$ cat config.mk
export PLATFORM = sky130hd
export DESIGN_NAME = conv_window_fetch_ctrl_flat
export DESIGN_NICKNAME = d
export VERILOG_FILES = /design/src/rtl/conv_window_fetch_ctrl_if.sv /design/src/rtl/conv_window_fetch_ctrl.sv /design/src/flat_wrapper.sv
export SDC_FILE = /design/constraint.sdc
export NUM_CORES = 1
export LEC_CHECK = 0
export ABC_CLOCK_PERIOD_IN_PS = 5200
export CORE_AREA = 2 2 106 108
export CTS_CLUSTER_SIZE = 16
export DETAILED_ROUTE_END_ITERATION = 12
export DIE_AREA = 0 0 108 110
export GPL_ROUTABILITY_DRIVEN = 0
export GPL_TIMING_DRIVEN = 0
export PLACE_DENSITY = 0.89
export REMOVE_ABC_BUFFERS = 1
export SYNTH_ARGS = -nofsm -noshare
export SYNTH_HDL_FRONTEND = slang
export SYNTH_SLANG_ARGS = --single-unit
$ cat constraint.sdc
create_clock -name clk -period 5.2 [get_ports clk]
set_input_delay 0.52 -clock clk [delete_from_list [all_inputs] [get_ports clk]]
set_output_delay 0.52 -clock clk [all_outputs]
set_load 0.005 [all_outputs]
$ cat src/rtl/conv_window_fetch_ctrl_if.sv
// Memory read ports and window stream shared by the conv window fetch controller,
// the dual-port image memory and the conv datapath.
interface conv_window_fetch_ctrl_if #(
    parameter int ADDR_W = 10,
    parameter int K      = 3
);
    logic              mem_load;
    logic [ADDR_W-1:0] mem_addr1;
    logic [ADDR_W-1:0] mem_addr2;
    logic [7:0]        mem_data1;
    logic [7:0]        mem_data2;
    logic [8*K*K-1:0]  win_data;
    logic              win_valid;
    logic              win_ready;
    logic [7:0]        win_row;
    logic [7:0]        win_col;

    modport master (
        output mem_load, mem_addr1, mem_addr2, win_data, win_valid, win_row, win_col,
        input  mem_data1, mem_data2, win_ready
    );

    modport slave (
        input  mem_load, mem_addr1, mem_addr2, win_data, win_valid, win_row, win_col,
        output mem_data1, mem_data2, win_ready
    );
endinterface

$ cat src/rtl/conv_window_fetch_ctrl.sv
// Walks a KxK stride-1 window over an IMG_W x IMG_H image, fetching two pixels per
// cycle from a dual-port memory and presenting each assembled window on valid/ready.
module conv_window_fetch_ctrl #(
    parameter int IMG_W  = 28,
    parameter int IMG_H  = 28,
    parameter int K      = 3,
    parameter int ADDR_W = 10
) (
    input  logic clk,
    input  logic rst,
    input  logic start,
    output logic busy,
    output logic done,
    conv_window_fetch_ctrl_if.master bus
);
    localparam int NPIX = K * K;
    localparam int NP   = (NPIX + 1) / 2;
    localparam int PW   = (NP > 1) ? $clog2(NP) : 1;
    localparam logic [PW-1:0] LAST_PAIR = PW'(NP - 1);
    localparam logic [7:0]    LAST_COL  = 8'(IMG_W - K);
    localparam logic [7:0]    LAST_ROW  = 8'(IMG_H - K);

    typedef enum logic [2:0] {S_IDLE, S_FETCH, S_DRAIN, S_PRESENT, S_DONE} state_t;

    state_t            state_q, state_d;
    logic [7:0]        row_q, col_q;
    logic [ADDR_W-1:0] base_q, off1, off2;
    logic [PW-1:0]     pair_q, cap_pair_q;
    logic              cap_en_q;
    logic [8*NPIX-1:0] win_q;
    logic              fetch, handshake, more_cols, more_rows;

    function automatic logic [ADDR_W-1:0] pix_offset(input int j);
        return ADDR_W'((j / K) * IMG_W + (j % K));
    endfunction

    assign fetch     = (state_q == S_FETCH);
    assign handshake = (state_q == S_PRESENT) && bus.win_ready;
    assign more_cols = col_q < LAST_COL;
    assign more_rows = row_q < LAST_ROW;

    // NOTE: sequential state uses non-blocking assignments so every register samples pre-edge values.
    always_ff @(posedge clk or negedge rst) begin
        if (!rst) state_q <= S_IDLE;
        else      state_q <= state_d;
    end

    // NOTE: every output of this block gets a default first, so no path can infer a latch.
    always_comb begin
        state_d       = state_q;
        busy          = 1'b0;
        done          = 1'b0;
        bus.mem_load  = 1'b0;
        bus.win_valid = 1'b0;
        unique case (state_q)
            S_IDLE:    if (start) state_d = S_FETCH;
            S_FETCH: begin
                busy         = 1'b1;
                bus.mem_load = 1'b1;
                if (pair_q == LAST_PAIR) state_d = S_DRAIN;
            end
            S_DRAIN: begin
                busy    = 1'b1;
                state_d = S_PRESENT;
            end
            S_PRESENT: begin
                busy          = 1'b1;
                bus.win_valid = 1'b1;
                if (bus.win_ready) state_d = (more_cols || more_rows) ? S_FETCH : S_DONE;
            end
            S_DONE: begin
                done    = 1'b1;
                state_d = S_IDLE;
            end
            default: state_d = S_IDLE;
        endcase
    end

    // Pair index -> constant pixel offsets; odd K*K repeats the last pixel on port 2.
    always_comb begin
        off1 = '0;
        off2 = '0;
        for (int i = 0; i < NP; i++) begin
            if (pair_q == PW'(i)) begin
                off1 = pix_offset(2 * i);
                off2 = (2 * i + 1 < NPIX) ? pix_offset(2 * i + 1) : pix_offset(2 * i);
            end
        end
    end

    assign bus.mem_addr1 = fetch ? base_q + off1 : '0;
    assign bus.mem_addr2 = fetch ? base_q + off2 : '0;

    // base tracks row*IMG_W + col incrementally; a row wrap from col IMG_W-K advances it by K.
    always_ff @(posedge clk or negedge rst) begin
        if (!rst) begin
            row_q      <= '0;
            col_q      <= '0;
            base_q     <= '0;
            pair_q     <= '0;
            cap_en_q   <= 1'b0;
            cap_pair_q <= '0;
        end else begin
            cap_en_q   <= fetch;
            cap_pair_q <= pair_q;
            if (state_q == S_IDLE && start) begin
                row_q  <= '0;
                col_q  <= '0;
                base_q <= '0;
                pair_q <= '0;
            end
            if (fetch) pair_q <= (pair_q == LAST_PAIR) ? '0 : pair_q + PW'(1);
            if (handshake) begin
                if (more_cols) begin
                    col_q  <= col_q + 8'd1;
                    base_q <= base_q + ADDR_W'(1);
                end else if (more_rows) begin
                    col_q  <= '0;
                    row_q  <= row_q + 8'd1;
                    base_q <= base_q + ADDR_W'(K);
                end
            end
        end
    end

    // NOTE: the window register is a plain flop bank, not a RAM, so it resets like any other state.
    always_ff @(posedge clk or negedge rst) begin
        if (!rst) begin
            win_q <= '0;
        end else if (cap_en_q) begin
            for (int j = 0; j < NPIX; j++) begin
                if (cap_pair_q == PW'(j / 2))
                    win_q[8*j +: 8] <= (j % 2 == 0) ? bus.mem_data1 : bus.mem_data2;
            end
        end
    end

    assign bus.win_data = win_q;
    assign bus.win_row  = row_q;
    assign bus.win_col  = col_q;
endmodule

$ cat src/flat_wrapper.sv
// flat-port wrapper written by rule: the top's interface ports become plain ports
module conv_window_fetch_ctrl_flat 
#(
    parameter int IMG_W  = 28,
    parameter int IMG_H  = 28,
    parameter int K      = 3,
    parameter int ADDR_W = 10
)
  (clk, rst, start, busy, done, bus_mem_load, bus_mem_addr1, bus_mem_addr2, bus_win_data, bus_win_valid, bus_win_row, bus_win_col, bus_mem_data1, bus_mem_data2, bus_win_ready);
  conv_window_fetch_ctrl_if #(.ADDR_W(ADDR_W), .K(K)) bus_i ();
  input  logic clk;
  input  logic rst;
  input  logic start;
  output logic busy;
  output logic done;
  output wire logic [$bits(bus_i.mem_load)-1:0] bus_mem_load;
  output wire logic [$bits(bus_i.mem_addr1)-1:0] bus_mem_addr1;
  output wire logic [$bits(bus_i.mem_addr2)-1:0] bus_mem_addr2;
  output wire logic [$bits(bus_i.win_data)-1:0] bus_win_data;
  output wire logic [$bits(bus_i.win_valid)-1:0] bus_win_valid;
  output wire logic [$bits(bus_i.win_row)-1:0] bus_win_row;
  output wire logic [$bits(bus_i.win_col)-1:0] bus_win_col;
  input wire logic [$bits(bus_i.mem_data1)-1:0] bus_mem_data1;
  input wire logic [$bits(bus_i.mem_data2)-1:0] bus_mem_data2;
  input wire logic [$bits(bus_i.win_ready)-1:0] bus_win_ready;
  assign bus_mem_load = bus_i.mem_load;
  assign bus_mem_addr1 = bus_i.mem_addr1;
  assign bus_mem_addr2 = bus_i.mem_addr2;
  assign bus_win_data = bus_i.win_data;
  assign bus_win_valid = bus_i.win_valid;
  assign bus_win_row = bus_i.win_row;
  assign bus_win_col = bus_i.win_col;
  assign bus_i.mem_data1 = bus_mem_data1;
  assign bus_i.mem_data2 = bus_mem_data2;
  assign bus_i.win_ready = bus_win_ready;
  conv_window_fetch_ctrl #(.IMG_W(IMG_W), .IMG_H(IMG_H), .K(K), .ADDR_W(ADDR_W)) u_core (.clk(clk), .rst(rst), .start(start), .busy(busy), .done(done), .bus(bus_i));
endmodule
==> summary.md <==
| Metric | Value |
|---|---|
| Status | complete, no violations |
| Max-slew violation count | 0 |
| CP Launch Type | flip-flop |
| HP Class | in -> async |
| DPL Wire Length | ~9000 um |
| Clock sinks | approximately 110 |
| Total track usage | approximately 22% |
| Final hold violation count | 0 |
| Layout cell share with drive strength beyond 1 | between 10% and 20% |
| Tmin final | roughly 4.3 ns |
| Clock Latency Late Sink | around 0.36 ns |
| Setup violators final | 0 |
| DR vias/cell | roughly 5.5 |
| Via count | 3932 |
| Slowest-stage cell, CP | dfrtp_1 |
| First-pass GRT wire length | about 20000 um |
| Area Growth Syn to Fin | 31.0% |
| Largest net degree at the start of global routing | 56 |
| Placed cell area | 0.00672 mm^2 |
| Seq/Total Area, Yosys | roughly half |
| Row count | 38 |
| CP max stage delay | roughly 0.60 ns |
| Die height | roughly 110 um |
| Area contributors post-synth | dfrtp_1 (51%), mux2_2 (16%), ha_1 (5.4%) |
| Tcrit/Tclk final | between 80% and 90% |
| Syn Area/Cell | ~12 um^2 |
| Post-Route WL | about 12000 um |
| Final net count | between 600 and 700 |
| Clock skew | 0.0112 ns |
| Setup_tns | 0 ns |
| Total power | 0.00413 W |
| # diodes | 0 |
| Nature of the critical path endpoint | output pin |
| Max IR drop VDD | ~0.00033 V |
| Initial Util | 49.4% |
| Synth top area share | slightly above 50% |
| Synth unique cells | just under 60 |
| Rel. slew slack | about a third |
| Max Freq | 0.234 GHz |
| YS warnings | 0 |
| Cells after synthesis | approximately 450 |
| Post-synth EDFFs | 0 |
| # resized after CTS | 0 |
| Vias in the first global route | 3925 |
| Synthesized area | between 0.005 and 0.006 mm^2 |
| Iteration-0 DRC Markers | 160 |
| CTS Buffer Depth | 2 |
| Core ar. | roughly 0.011 mm^2 |
| CP max FO | 14 |
| Port Buffers | 131 |
| CTS root buf | clkbuf_8 |
| Average wire per standard cell | around 17 um |
| Critical path type | reg -> out |
| Worst path cell trace | inv_1, ha_1, nor3b_1, a21o_1, inv_1, fa_1, nor2b_1, o31ai_1, a21boi_0, nor3_1, nor3_1, clkdlybuf4s50_1 |
| RSZ-0062 raised after global routing | no |
| Top-count cell post-synth | dfrtp_1 |
| Arrival time worst endpoint | between 3 and 4 ns |
| Static Leakage | about 3.0 nW |
| Flop-to-flop setup slack | 3.06 ns |
| Final Instance Area | around 0.007 mm^2 |
| Overflow after GRT | 0 |
| Power Density | around 600 mW/mm^2 |
| Maxcap violations | 0 |
| Residual DRC | 0 |
| # Post-CTS Setup Buffers | 0 |
| Post-synth top cells | dfrtp_1 (108), mux2_2 (73), nor2_1 (33), nand2_1 (25), ha_1 (23) |
| TritonRoute pass-1 iters | 4 |
| Top_reg_cell synth | dfrtp_1 |
| Post-DRT Antenna Nets | 0 |
| Worst endpoint required time | about 4.7 ns |
| CTS tree | built |
| Synth area leader | dfrtp_1 |
| Die ar. | 0.0119 mm^2 |
| Antenna violations before repair | 0 |
| Ports | about 130 |
| Worst slew pin tran | just over 1 ns |
| Async S/R FF share, synth | between 90% and 100% |
| Total CTS buffers | 9 |
| Clock-pin slew of the registers on the worst-case setup and hold paths | 0.10 ns |
| Die W | 108 um |
| Flops & latches, synth | about 110 |
| Hold-fix buffers, CTS | 0 |
| H-tree depth | 3 |
[area by class of cell]
type	instances	area, um^2
fillers	791	3780
flip-flops and latches	108	2700
multi-input cells	307	2450
repair buffers	132	1340
well taps	140	175
clock buffers	12	145
inverters	16	60.1
clock inverters	3	46.3
[flip-flops by register name, indices dropped and copies added, names as in the netlist]
name,count
u_core.cap_en_q,1
u_core.state_q,3
u_core.bus.win_col,8
u_core.cap_pair_q,3
u_core.pair_q,3
u_core.bus.win_row,8
u_core.bus.win_data,72
u_core.base_q,10
[kinds of logic (layout without fill, tap and decap cells)]
logic type	count (synthesis)	count (layout)	synth area share [%]
XOR/XNOR	13	13	2.15
buffers and inverters	30	163	2.51
flip-flops	108	108	51.1
AO/OA/AOI/OAI	63	63	8.17
AND/OR/NAND/NOR	122	122	12.1
multiplexers	83	83	17.5
adder cells (fa/ha/maj)	26	26	6.42
[through the flow]
stage / setup slack (ns) / cells / util (%) / hold slack (ns)
after floorplan: 2.23 / 431 / - / 0.224
after global placement: -0.178 / 702 / 62.6 / 0.435
after detailed placement: 1.34 / 703 / 62.8 / 0.456
after CTS: 0.909 / 718 / 64.6 / 0.207
after global routing: 0.580 / 718 / 64.7 / 0.240
final: 0.923 / 718 / 64.7 / 0.197
[final timing paths]
kind / start / end / cells after the start
min reg2reg: u_core.pair_q[1]$_DFFE_PN0P_ / u_core.cap_pair_q[1]$_DFF_PN0_ / 0
min in group clk: u_core.pair_q[1]$_DFFE_PN0P_ / u_core.cap_pair_q[1]$_DFF_PN0_ / 0
max in group asynchronous: rst / u_core.bus.win_data[21]$_DFFE_PN0P_ / 2
min: rst / u_core.bus.win_data[14]$_DFFE_PN0P_ / 1
max reg2reg: u_core.bus.win_col[0]$_DFF_PN0_ / u_core.base_q[8]$_DFF_PN0_ / 7
max: u_core.pair_q[2]$_DFFE_PN0P_ / bus_mem_addr2[6] / 12
[worst max-delay path, delay by kind of cell, from the launching register on]
kind / cells / cell delay, ns
simple gates: 4 / 0.83
buf+inv: 3 / 0.74
fa+ha+maj: 2 / 0.66
flops: 1 / 0.60
compound gates: 3 / 0.57
[placed cells by master (no fill, tap or decap), drive strengths merged, types with 3 or more instances in the layout]
master,Yosys,layout
mux2i,10,10
o21a,5,5
dfrtp,108,108
ha,23,23
nand4,3,3
o21ai,20,20
inv,15,16
o21bai,4,4
a21oi,9,9
and3,5,5
nor3,14,14
nor2b,7,7
clkdlybuf4s50,0,130
mux2,73,73
a211oi,6,6
xor2,10,10
nor2,35,35
a21o,5,5
xnor2,3,3
nand3,12,12
and2,6,6
nand2,27,27
clkbuf,7,12
[power breakdown]
group	leakage (nW)	switching, W	internal [W]
Clock	0.0984	0.000269	0.000237
Combinational	1.57	0.000871	0.00129
Sequential	1.33	0.000265	0.00119
Total	2.99	0.00141	0.00273
[per-layer routing]
metal	up-vias	share of wire, %	global-route usage [%]
li1	1828	-	-
met1	1940	43	26.3
met2	144	48	38.1
met3	20	6.7	5.06
met4	0	1.7	6.50
met5	-	0	0
Power figures use the tool's default switching activity.
